===== config.mk =====
export PLATFORM = sky130hd
export DESIGN_NAME = aw_write_arbiter_2_1_flat
export DESIGN_NICKNAME = d
export VERILOG_FILES = /design/src/rtl/aw_write_arbiter_2_1_if.sv /design/src/rtl/aw_write_arbiter_2_1.sv /design/src/flat_wrapper.sv
export SDC_FILE = /design/constraint.sdc
export NUM_CORES = 1
export LEC_CHECK = 0
export ABC_AREA = 1
export CAP_MARGIN = 20
export CORE_AREA = 2 2 39 41
export DETAILED_ROUTE_END_ITERATION = 8
export DIE_AREA = 0 0 41 43
export GPL_TIMING_DRIVEN = 0
export PLACE_DENSITY = 0.65
export RECOVER_POWER = 50
export SYNTH_ARGS = -nofsm -noshare
export SYNTH_HDL_FRONTEND = slang
export SYNTH_SLANG_ARGS = --single-unit

===== constraint.sdc =====
create_clock -name ACLK -period 1.53 [get_ports ACLK]
set_input_delay 0.306 -clock ACLK [delete_from_list [all_inputs] [get_ports ACLK]]
set_output_delay 0.306 -clock ACLK [all_outputs]
set_load 0.1 [all_outputs]

===== src/rtl/aw_write_arbiter_2_1_if.sv =====
// rtl/aw_write_arbiter_2_1_if.sv - AW/W/B handshake bundle between the interconnect and the write arbiter
//
// Purpose: groups the per-port AW request/ready pairs, the muxed W/B
// handshake observation signals and the arbiter outputs into one bundle.
// Ports (signals):
//   S00_AXI_awvalid, S01_AXI_awvalid : write-address requests from S00/S01
//   S00_AXI_awready, S01_AXI_awready : AWREADY returned to S00/S01
//   M_AXI_awready                    : AWREADY from the addressed slave
//   M_AXI_wvalid, M_AXI_wready       : muxed W handshake
//   M_AXI_wlast                      : muxed WLAST
//   M_AXI_bvalid, M_AXI_bready       : B handshake
//   Selected_Slave                   : mux select (0 = S00, 1 = S01)
//   Write_Busy                       : grant active, enables W/B routing
// Modports: slave = arbiter side, master = interconnect/environment side.

interface aw_write_arbiter_2_1_if;
  logic S00_AXI_awvalid;
  logic S01_AXI_awvalid;
  logic S00_AXI_awready;
  logic S01_AXI_awready;
  logic M_AXI_awready;
  logic M_AXI_wvalid;
  logic M_AXI_wready;
  logic M_AXI_wlast;
  logic M_AXI_bvalid;
  logic M_AXI_bready;
  logic Selected_Slave;
  logic Write_Busy;

  modport slave (
    input  S00_AXI_awvalid,
    input  S01_AXI_awvalid,
    input  M_AXI_awready,
    input  M_AXI_wvalid,
    input  M_AXI_wready,
    input  M_AXI_wlast,
    input  M_AXI_bvalid,
    input  M_AXI_bready,
    output S00_AXI_awready,
    output S01_AXI_awready,
    output Selected_Slave,
    output Write_Busy
  );

  modport master (
    output S00_AXI_awvalid,
    output S01_AXI_awvalid,
    output M_AXI_awready,
    output M_AXI_wvalid,
    output M_AXI_wready,
    output M_AXI_wlast,
    output M_AXI_bvalid,
    output M_AXI_bready,
    input  S00_AXI_awready,
    input  S01_AXI_awready,
    input  Selected_Slave,
    input  Write_Busy
  );
endinterface


===== src/rtl/aw_write_arbiter_2_1.sv =====
// rtl/aw_write_arbiter_2_1.sv - 2:1 write-path arbiter holding the grant for a whole AW/W/B transaction
//
// Purpose: picks S00 or S01 for the downstream write-address mux, returns
// AWREADY only to the granted port and keeps the grant until the B handshake
// so that W and B routing stay aligned with the granted AW.
// Parameters:
//   Fixed_Priority : 0 = round-robin on ties, 1 = S00 always wins ties
// Ports:
//   ACLK    : clock, all state on rising edge
//   ARESETN : asynchronous active-low reset
//   bus     : aw_write_arbiter_2_1_if.slave (requests, handshakes, select, busy)

module aw_write_arbiter_2_1 #(
  parameter bit Fixed_Priority = 1'b0
) (
  input  logic                        ACLK,
  input  logic                        ARESETN,
  aw_write_arbiter_2_1_if.slave       bus
);

  typedef enum logic [1:0] {
    IDLE = 2'd0,
    ADDR = 2'd1,
    DATA = 2'd2,
    RESP = 2'd3
  } state_t;

  state_t state;
  logic   sel_q;
  logic   busy_q;
  logic   w_done;
  logic   last_grant;

  logic   sel_awvalid;
  logic   aw_hs;
  logic   wlast_hs;
  logic   b_hs;
  logic   any_req;
  logic   pick;

  // awvalid of whichever port currently owns the mux
  assign sel_awvalid = sel_q ? bus.S01_AXI_awvalid : bus.S00_AXI_awvalid;

  assign aw_hs    = sel_awvalid & bus.M_AXI_awready;
  assign wlast_hs = bus.M_AXI_wvalid & bus.M_AXI_wready & bus.M_AXI_wlast;
  assign b_hs     = bus.M_AXI_bvalid & bus.M_AXI_bready;
  assign any_req  = bus.S00_AXI_awvalid | bus.S01_AXI_awvalid;

  // Tie-break: fixed mode favours S00; round-robin favours the port that
  // did not win last time (last_grant resets to 1 so S00 goes first).
  always_comb begin
    pick = 1'b0;
    if (bus.S00_AXI_awvalid && bus.S01_AXI_awvalid) begin
      pick = Fixed_Priority ? 1'b0 : ~last_grant;
    end else if (bus.S01_AXI_awvalid) begin
      pick = 1'b1;
    end else begin
      pick = 1'b0;
    end
  end

  always_ff @(posedge ACLK or negedge ARESETN) begin
    if (!ARESETN) begin
      state      <= IDLE;
      sel_q      <= 1'b0;
      busy_q     <= 1'b0;
      w_done     <= 1'b0;
      last_grant <= 1'b1;
    end else begin
      case (state)
        IDLE: begin
          // W traffic seen here belongs to nobody and must not count
          w_done <= 1'b0;
          if (any_req) begin
            sel_q  <= pick;
            busy_q <= 1'b1;
            state  <= ADDR;
          end
        end

        ADDR: begin
          // W may legally complete before AW; remember it so DATA is skipped
          if (wlast_hs) begin
            w_done <= 1'b1;
          end
          if (aw_hs) begin
            state <= (w_done || wlast_hs) ? RESP : DATA;
          end
        end

        DATA: begin
          if (wlast_hs) begin
            state <= RESP;
          end
        end

        RESP: begin
          if (b_hs) begin
            state      <= IDLE;
            busy_q     <= 1'b0;
            last_grant <= sel_q;
            w_done     <= 1'b0;
          end
        end

        default: begin
          state  <= IDLE;
          busy_q <= 1'b0;
          w_done <= 1'b0;
        end
      endcase
    end
  end

  // AWREADY is a pass-through gated by the grant; the loser always sees 0
  assign bus.S00_AXI_awready = (state == ADDR) & ~sel_q & bus.M_AXI_awready;
  assign bus.S01_AXI_awready = (state == ADDR) &  sel_q & bus.M_AXI_awready;

  assign bus.Selected_Slave = sel_q;
  assign bus.Write_Busy     = busy_q;

endmodule


===== src/flat_wrapper.sv =====
// flat-port wrapper written by rule: the top's interface ports become plain ports
module aw_write_arbiter_2_1_flat 
#(
  parameter bit Fixed_Priority = 1'b0
)
  (ACLK, ARESETN, bus_S00_AXI_awvalid, bus_S01_AXI_awvalid, bus_M_AXI_awready, bus_M_AXI_wvalid, bus_M_AXI_wready, bus_M_AXI_wlast, bus_M_AXI_bvalid, bus_M_AXI_bready, bus_S00_AXI_awready, bus_S01_AXI_awready, bus_Selected_Slave, bus_Write_Busy);
  aw_write_arbiter_2_1_if bus_i ();
  input  logic ACLK;
  input  logic ARESETN;
  input wire logic [$bits(bus_i.S00_AXI_awvalid)-1:0] bus_S00_AXI_awvalid;
  input wire logic [$bits(bus_i.S01_AXI_awvalid)-1:0] bus_S01_AXI_awvalid;
  input wire logic [$bits(bus_i.M_AXI_awready)-1:0] bus_M_AXI_awready;
  input wire logic [$bits(bus_i.M_AXI_wvalid)-1:0] bus_M_AXI_wvalid;
  input wire logic [$bits(bus_i.M_AXI_wready)-1:0] bus_M_AXI_wready;
  input wire logic [$bits(bus_i.M_AXI_wlast)-1:0] bus_M_AXI_wlast;
  input wire logic [$bits(bus_i.M_AXI_bvalid)-1:0] bus_M_AXI_bvalid;
  input wire logic [$bits(bus_i.M_AXI_bready)-1:0] bus_M_AXI_bready;
  output wire logic [$bits(bus_i.S00_AXI_awready)-1:0] bus_S00_AXI_awready;
  output wire logic [$bits(bus_i.S01_AXI_awready)-1:0] bus_S01_AXI_awready;
  output wire logic [$bits(bus_i.Selected_Slave)-1:0] bus_Selected_Slave;
  output wire logic [$bits(bus_i.Write_Busy)-1:0] bus_Write_Busy;
  assign bus_i.S00_AXI_awvalid = bus_S00_AXI_awvalid;
  assign bus_i.S01_AXI_awvalid = bus_S01_AXI_awvalid;
  assign bus_i.M_AXI_awready = bus_M_AXI_awready;
  assign bus_i.M_AXI_wvalid = bus_M_AXI_wvalid;
  assign bus_i.M_AXI_wready = bus_M_AXI_wready;
  assign bus_i.M_AXI_wlast = bus_M_AXI_wlast;
  assign bus_i.M_AXI_bvalid = bus_M_AXI_bvalid;
  assign bus_i.M_AXI_bready = bus_M_AXI_bready;
  assign bus_S00_AXI_awready = bus_i.S00_AXI_awready;
  assign bus_S01_AXI_awready = bus_i.S01_AXI_awready;
  assign bus_Selected_Slave = bus_i.Selected_Slave;
  assign bus_Write_Busy = bus_i.Write_Busy;
  aw_write_arbiter_2_1 #(.Fixed_Priority(Fixed_Priority)) u_core (.ACLK(ACLK), .ARESETN(ARESETN), .bus(bus_i));
endmodule

## After elaboration in Yosys (flattened, before gate mapping)

Cells that the tools add are included.

| storage, ports and cells | value |
|---|---|
| logic and storage cells | 48 |
| output and inout bits | 4 |
| register bits after elaboration | 6 |

| operators by class | value |
|---|---|
| reduce and logical (&&, ||, !) cells | 10 |
| muxes and demuxes | 14 |
| bitwise gates (word level) | 11 |
| eq/ne operators | 8 |

Operators with widths:

| kind | count |
|---|---|
| inequality test 2 x 1 -> 1 bit, second input constant | 5 |
| bitwise AND 1 bit | 8 |
| two-way mux 2 bit | 4 |
| case mux 2 bit (4 select lines) | 1 |
| two-way mux 1 bit | 7 |
| AND reduction 3 bit | 2 |
| equality test 2 bit, second input constant | 2 |
| AND reduction 2 bit | 2 |
| AND reduction 4 bit | 1 |
| case mux 1 bit (3 select lines) | 1 |
| nonzero test 3 bit | 1 |
| equality test 2 x 1 -> 1 bit, second input constant | 1 |
| zero test 2 bit | 1 |
| NOT 1 bit | 2 |
| case mux 1 bit (2 select lines) | 1 |
| nonzero test 2 bit | 1 |
| logical AND 1 bit | 1 |
| logical OR 1 bit | 1 |
| bitwise OR 1 bit | 1 |

## Depth between registers and ports, before layout

Gate-level depths: netlist of the first run.

| logic depth | value |
|---|---|
| depth in word-level cells | 6 |
| gate-level depth with buffers | 8 |
| depth with buffers taken out | 8 |

## Least setup slack after synthesis of the first run

No wires, ideal clock.

| timing | value |
|---|---|
| path kind | register to output |
| start point | register u_core.sel_q (netlist: u_core.bus.Selected_Slave) |
| end point | output port bus_S01_AXI_awready |
| path slack | -1.959 ns |
| required time | 1.224 ns |
| buffers on the path | 0 |
| cell stages (with the launch flop) | 3 |
| arrival | 3.183 ns |
| path through | dfrtp_1 > inv_2 > nor3_1 |

| on the way | value |
|---|---|
| longest elaborated chain between the ends | 2 |

RTL lines:

| item | line | RTL |
|---|---|---|
| from (decl) | aw_write_arbiter_2_1.sv:29 | `logic sel_q;` |
| from (signal assigned) | aw_write_arbiter_2_1.sv:75 | `sel_q <= pick;` |
| bitwise AND 1 bit (2 in series) | aw_write_arbiter_2_1.sv:117 | `assign bus.S01_AXI_awready = (state == ADDR) & sel_q & bus.M_AXI_awready;` |
| to (decl) | flat_wrapper.sv:19 | `output wire logic [$bits(bus_i.S01_AXI_awready)-1:0] bus_S01_AXI_awready;` |

No other way between the ends.

## Worst setup path in the final report of the first run

| timing | value |
|---|---|
| start point | register u_core.state[1] |
| end point | output port bus_S00_AXI_awready |

| on the way | value |
|---|---|
| longest elaborated chain between the ends | 3 |

RTL lines:

| item | line | RTL |
|---|---|---|
| from (decl) | aw_write_arbiter_2_1.sv:28 | `state_t state;` |
| from (signal assigned) | aw_write_arbiter_2_1.sv:87 | `state <= (w_done \|\| wlast_hs) ? RESP : DATA;` |
| equality test 2 x 1 -> 1 bit | aw_write_arbiter_2_1.sv:116 | `assign bus.S00_AXI_awready = (state == ADDR) & ~sel_q & bus.M_AXI_awready;` |
| bitwise AND 1 bit (2 in series) | aw_write_arbiter_2_1.sv:116 |  |
| to (decl) | flat_wrapper.sv:18 | `output wire logic [$bits(bus_i.S00_AXI_awready)-1:0] bus_S00_AXI_awready;` |

No other way between the ends.

==> results of run 1 <==
registers in the layout, summed over array words and instances, names as in the netlist:
signal	count
u_core.last_grant	1
u_core.state	2
u_core.w_done	1
u_core.bus.Selected_Slave	1
u_core.bus.Write_Busy	1
layer usage:
layer | share of wire (%) | GRT usage (%) | wire [microns]
met5 | 0 | 0 | 0
met3 | 6.5 | 3.14 | 68
met4 | 1.2 | 12.0 | 12
met2 | 47 | 19.1 | 495
met1 | 45 | 17.0 | 467
stage by stage:
stage | std cells | power, uW | setup TNS (ps) | hold WS [ps] | util, %
floorplan | 62 | 1090 | -520 | 10.4 | -
global placement | 91 | 1280 | -2590 | 460 | 47.2
detailed placement | 91 | 1290 | -2590 | 468 | 47.2
CTS | 98 | 1530 | -97.0 | 307 | 51.9
global route | 100 | 1670 | -174 | 399 | 53.0
finish | 100 | 1560 | -105 | 374 | 53.0
worst register-to-register path, stage by stage, from the launching register on:
cell and delay [ps]:
dfrtp_1 380, inv_2 70, buf_4 130, buf_4 130
ha_1 210, nand3_2 100, nand2_1 70, clkinv_2 50
nand3_2 70, nand2_1 60, nand2_1 50
final cells by class:
type                    instances  area (sq um)
inverters                      12          48.8
repair buffers                 18           183
fillers                       132           651
flip-flops and latches          6           156
clock buffers                   4          26.3
well taps                      16          20.0
multi-input cells              44           299
how the worst max path moves through the flow:
stage                      startpoint  slack, ps                  end  depth (start not counted)
finish                u_core.state[1]        -60  bus_S00_AXI_awready                          5
global route          u_core.state[1]       -100  bus_S00_AXI_awready                          5
CTS                   u_core.state[1]        -50  bus_S00_AXI_awready                          5
detailed placement  bus_M_AXI_awready      -1010  bus_S00_AXI_awready                          4
global placement    bus_M_AXI_awready      -1010  bus_S01_AXI_awready                          4
floorplan             u_core.state[1]       -270  bus_S01_AXI_awready                          4
power breakdown:
| part | switching (uW) | total [uW] | internal, uW |
|---|---|---|---|
| sequential | 76.1 | 334 | 258 |
| combinational | 672 | 1060 | 384 |
| clock | 68.6 | 168 | 99.5 |
| total | 816 | 1560 | 741 |
repair_timing:
action | 4_1_cts | 5_1_grt
setup buffers | 3 | 2
endpoints found under the setup margin | 4 | 2
pin swaps | 1 | 0
resized for setup | 29 | 0
Yosys cell counts, types with 2 or more instances:
| library cell | n | area [sq um] |
|---|---|---|
| o21a_1 | 2 | 15.0 |
| inv_1 | 9 | 33.8 |
| nand3_2 | 2 | 20.0 |
| dfrtp_1 | 5 | 125 |
| nand2_1 | 13 | 48.8 |
| nand2_2 | 6 | 37.5 |
| o21ai_1 | 3 | 15.0 |
| a21oi_1 | 3 | 15.0 |
| nor3_1 | 2 | 10.0 |
| nand3_1 | 6 | 30.0 |
| inv_2 | 2 | 7.51 |
| ha_1 | 5 | 62.6 |
cell families after synthesis:
| family | count (synthesis) |
|---|---|
| AOI/OAI and AO/OA | 8 |
| adders and majority gates | 5 |
| buffers and inverters | 12 |
| DFF | 6 |
| and+or+nand+nor | 31 |
==> summary.txt, run 1 <==
Status
  – Outcome: finished, violations left
  – Failing checks: negative setup slack

Clocking
  – Longest Clk Path Bufs: 2
  – TritonCTS clock tree: yes
  – Cts bufs inserted: 3
  – Clock root buffer: clkbuf_4
  – Clk_lat worst skew: ~260 ps
  – Clock slew at reported path FFs: 60 ps
  – Hold_buf cts: 0
  – # clock sinks: 6
  – H-tree depth: 1

Route
  – Detailed-route via count: 441
  – Routed vias/inst: 4.41
  – DRT iter0 DRCs: 5
  – Drc violations: 0
  – Final ANT Viol Nets: 0
  – WL final: 1040 microns
  – Mean routed wirelength per cell: 10.4 microns
  – DRT Pass-1 Iters: 4

Critical path
  – Worst-path cell chain: inv_2 > ha_4 > inv_4 > nor3_4 > buf_12
  – Worst path top cell family by delay: flip-flops
  – Reg2Reg Setup Slack: about 110 ps
  – Worst r2r src: u_core.state[1]
  – Buffers and inverters on the worst path: 3
  – Setup crit end kind: output port
  – CP max FO: 3
  – Slowest CP cell: dfrtp_1
  – Worst Reg-to-Reg Cells: 10
  – Critical setup path kind: register to output port
  – Crit path DAT: roughly 1300 ps
  – Reg-to-reg critical path endpoint: u_core.state[0]
  – Critical Path RT: 1220 ps
  – Worst Setup Start Kind: register
  – Delay of the slowest cell on the worst path: 400 ps

STA
  – Fin crit share: 104%
  – Worst slew pin tran: 544 ps
  – Final Critical Period: 1590 ps
  – Slew Limit Fails: 0
  – Setup violators final: 2
  – Post-route setup slack: -55.1 ps
  – Worst relative slew slack: 63.9%
  – Final Skew: 13.2 ps
  – Fmax achieved: 631 MHz
  – Endpoints failing hold: 0
  – Unrepaired setup endpoints after global routing: yes

Synthesis
  – Mux share of post-synthesis cell area: 0%
  – Seq cells post-synth: 6
  – XOR/XNOR share of the synthesized area: 0%
  – Syn Std Cell Area: 462 sq um
  – Seq/Total Area, Yosys: 32.8%
  – Yosys cell types: 16
  – Syn avg cell area: 7.45 sq um
  – Synth warn: 0
  – Synth Area in Compound Gates: around 9.8%
  – Post-synth top flop: dfrtp_1
  – Number of synthesized flops with an enable pin: 0
  – Synthesized netlist cell count: slightly above 60
  – Post-synthesis net count: 77
  – Synth Area in Adders: 13.6%
  – Async set-reset flop share out of synthesis: 100%
  – Simple-Gate Fraction of Synth Area: 33.9%
  – Largest family of logic cells by synthesized area: simple AND/OR/NAND/NOR gates

Job
  – Maxcap violations: 0

Placed design
  – Post-DP HPWL: ~760 microns
  – I/O Buffers: 13
  – Gpl congestion: roughly 0.76
  – Pre-CTS setup slack: -1010 ps
  – Dpl cell area: 653 sq um

Floorplanning
  – Die H: 43 microns
  – FP Rows: 14
  – Core ar.: 1380 sq um
  – # IOs: 14
  – Die width: 41 microns
  – Die footprint: 1760 sq um
  – Initial Util: 33.4%

Power
  – PD cells: around 2100 nW/um^2
  – Leak: 0.000363 uW
  – Maximum VDD drop: 971 uV

Finish
  – Commonest non-fill, non-tap cell in the layout: nand2_1
  – Antenna fix cells: 0
  – Nets@finish: 100
  – Commonest non-fill, non-tap cells in the layout: nand2_1, clkdlybuf4s50_1, inv_1, nand2_2, nand3_1
  – Area Growth Syn to Fin: 58.8%
  – Finished Cell Area: 733 sq um
  – Proportion of layout cells with a drive suffix above 1: 38.1%

Global route
  – Total GRT Usage: 13.8%
  – Initial antenna violation count: 0
  – Vias in the first global route: approximately 380
  – Grt total ovfl: 0
  – First-pass GRT wire length: 1560 microns
  – Pin count of the biggest net entering global routing: 7

Worst hold path
  – Worst hold path type: input pin to asynchronous set/reset pin
Note: power is estimated with default switching activity, not from simulation.
==> run 2, diff against run 1 <==
--- a/config.mk
+++ b/config.mk
@@ -8,9 +8,11 @@
 export ABC_AREA = 1
 export CAP_MARGIN = 20
 export CORE_AREA = 2 2 39 41
+export CTS_BUF_LIST = sky130_fd_sc_hd__clkbuf_8
 export DETAILED_ROUTE_END_ITERATION = 8
 export DIE_AREA = 0 0 41 43
 export GPL_TIMING_DRIVEN = 0
+export MAX_ROUTING_LAYER = met4
 export PLACE_DENSITY = 0.65
 export RECOVER_POWER = 50
 export SYNTH_ARGS = -nofsm -noshare
==> summary.txt, run 2 (synthesized netlist as in run 1, its figures left out) <==
Placed design
  – I/O Buffers: 13 (unchanged)
  – Gpl congestion: 0.765 (was 0.755)
  – Pre-CTS setup slack: -1010 ps (unchanged)
  – Post-DP HPWL: 763 microns (unchanged)

Status
  – Failing checks: negative setup slack (unchanged)
  – Outcome: finished, violations left (unchanged)

Finish
  – Area Growth Syn to Fin: 64.0% (was 58.8%)
  – Biggest register: u_core.state (unchanged)
  – Largest register FFs: 2 (unchanged)
  – Commonest non-fill, non-tap cell in the layout: nand2_1 (unchanged)
  – Commonest non-fill, non-tap cells in the layout: nand2_1, inv_1, clkdlybuf4s50_1 (was nand2_1, clkdlybuf4s50_1, inv_1, nand2_2, nand3_1)
  – Antenna fix cells: 0 (unchanged)
  – Proportion of layout cells with a drive suffix above 1: 38.1% (unchanged)
  – Fin util: 54.7% (was 53.0%)
  – Nets@finish: 100 (unchanged)

STA
  – Slew Limit Fails: 0 (unchanged)
  – Final Skew: 6.70 ps (was 13.2 ps)
  – Unrepaired setup endpoints after global routing: yes (unchanged)
  – Worst relative slew slack: 63.9% (about the same)
  – Fin crit share: 102% (was 104%)
  – Worst slew pin tran: 544 ps (about the same)
  – Setup violators final: 2 (unchanged)
  – Endpoints failing hold: 0 (unchanged)
  – Final Critical Period: 1560 ps (was 1590 ps)
  – Post-route setup slack: -26.6 ps (was -55.1 ps)
  – Fmax achieved: 642 MHz (was 631 MHz)

Clocking
  – TritonCTS clock tree: yes (unchanged)
  – Longest Clk Path Bufs: 2 (unchanged)
  – Clk_lat worst skew: 230 ps (was 260 ps)
  – Clock root buffer: clkbuf_8 (was clkbuf_4)
  – # clock sinks: 6 (unchanged)
  – Cts bufs inserted: 3 (unchanged)
  – Clock slew at reported path FFs: 40 ps (was 60 ps)
  – H-tree depth: 1 (unchanged)
  – Hold_buf cts: 0 (unchanged)

Power
  – PD cells: 2180 nW/um^2 (was 2120 nW/um^2)
  – Tot Pwr: 1650 uW (was 1560 uW)
  – Leak: 0.000375 uW (was 0.000363 uW)
  – Maximum VDD drop: 1100 uV (was 971 uV)

Critical path
  – Worst-path cell chain: inv_2 > ha_4 > inv_4 > nor3_4 > buf_12 (unchanged)
  – Crit path DAT: 1250 ps (was 1280 ps)
  – CP max FO: 3 (unchanged)
  – Slowest CP cell: dfrtp_1 (unchanged)
  – Setup crit end kind: output port (unchanged)
  – Critical setup path kind: register to output port (unchanged)
  – Worst Setup Start Kind: register (unchanged)
  – Critical Path RT: 1220 ps (about the same)
  – Delay of the slowest cell on the worst path: 390 ps (was 400 ps)

Global route
  – First-pass GRT wire length: 1580 microns (was 1560 microns)
  – Grt total ovfl: 0 (unchanged)
  – Pin count of the biggest net entering global routing: 7 (unchanged)
  – Initial antenna violation count: 0 (unchanged)
  – Vias in the first global route: 378 (was 375)
  – Total GRT Usage: 14.8% (was 13.8%)

Floorplanning
  – Die H: 43 microns (unchanged)
  – Core ar.: 1380 sq um (unchanged)
  – FP Rows: 14 (unchanged)
  – Die footprint: 1760 sq um (unchanged)
  – Initial Util: 33.4% (unchanged)
  – Die width: 41 microns (unchanged)
  – # IOs: 14 (unchanged)

Route
  – Detailed-route via count: 449 (was 441)
  – DRT Pass-1 Iters: 4 (unchanged)
  – Final ANT Viol Nets: 0 (unchanged)
  – Mean routed wirelength per cell: 10.4 microns (about the same)
  – Drc violations: 0 (unchanged)
  – WL final: 1040 microns (about the same)
  – DRT iter0 DRCs: 3 (was 5)
  – Routed vias/inst: 4.49 (was 4.41)

Worst hold path
  – Worst hold path type: input pin to asynchronous set/reset pin (unchanged)

Job
  – Maxcap violations: 0 (unchanged)
-- run 2: metal layers --
metal / part of all wire, % / GRT usage, % / up-vias
met1: 44 / 17.0 / 191
met2: 46 / 19.1 / 12
met4: 3.5 / 12.0 / 0
met3: 6.9 / 6.28 / 6
li1: - / - / 240
met5: 0 / - / -
-- run 2: power breakdown --
part | total, uW | leakage [uW] | switching (uW) | internal [uW]
logic | 1070 | 0.000280 | 672 | 394
registers | 334 | 0.0000679 | 76.1 | 258
clock network | 252 | 0.0000269 | 79.1 | 173
-- run 2: layout make-up --
class / count / area (sq um)
clock inverter: 1 / 3.75
inverter: 12 / 48.8
clock buffer: 3 / 41.3
sequential: 6 / 156
tap: 16 / 20.0
fill: 132 / 627
multi-input combinational: 44 / 299
timing repair buffer: 18 / 188
-- run 2: final timing paths --
kind / slack [ps] / cells past startpoint / from / to
worst max-delay path: -30 / 5 / u_core.state[1] / bus_S00_AXI_awready
min in group ACLK: 470 / 2 / u_core.last_grant / u_core.last_grant
max in group asynchronous: 840 / 1 / ARESETN / u_core.last_grant
worst min-delay path: 400 / 1 / ARESETN / u_core.w_done
worst min register to register: 470 / 2 / u_core.last_grant / u_core.last_grant
worst max register to register: 110 / 10 / u_core.state[1] / u_core.state[0]
-- run 2: worst max-delay path, delay by kind of cell (launching register included) --
family                     cells  cell delay (ps)
DFF                            1              390
buffers and inverters          3              340
adders and majority gates      1              150
and+or+nand+nor                1              140
-- run 2: through the flow --
step | hold slack [ps] | cell area [sq um] | TNS (ps) | std cells
floorplan | 10.4 | 503 | -520 | 62
global placement | 460 | 653 | -2590 | 91
detailed placement | 468 | 653 | -2590 | 91
CTS | 341 | 742 | -26.1 | 98
global route | 431 | 757 | -115 | 100
finish | 403 | 757 | -48.5 | 100
-- run 2: what timing repair did --
| item | 4_1_cts | 5_1_grt |
|---|---|---|
| pin swaps | 1 | 0 |
| resized for setup | 28 | 0 |
| endpoints found under the setup margin | 4 | 3 |
| hold endpoints to repair | 0 | 0 |
| setup buffers | 3 | 2 |
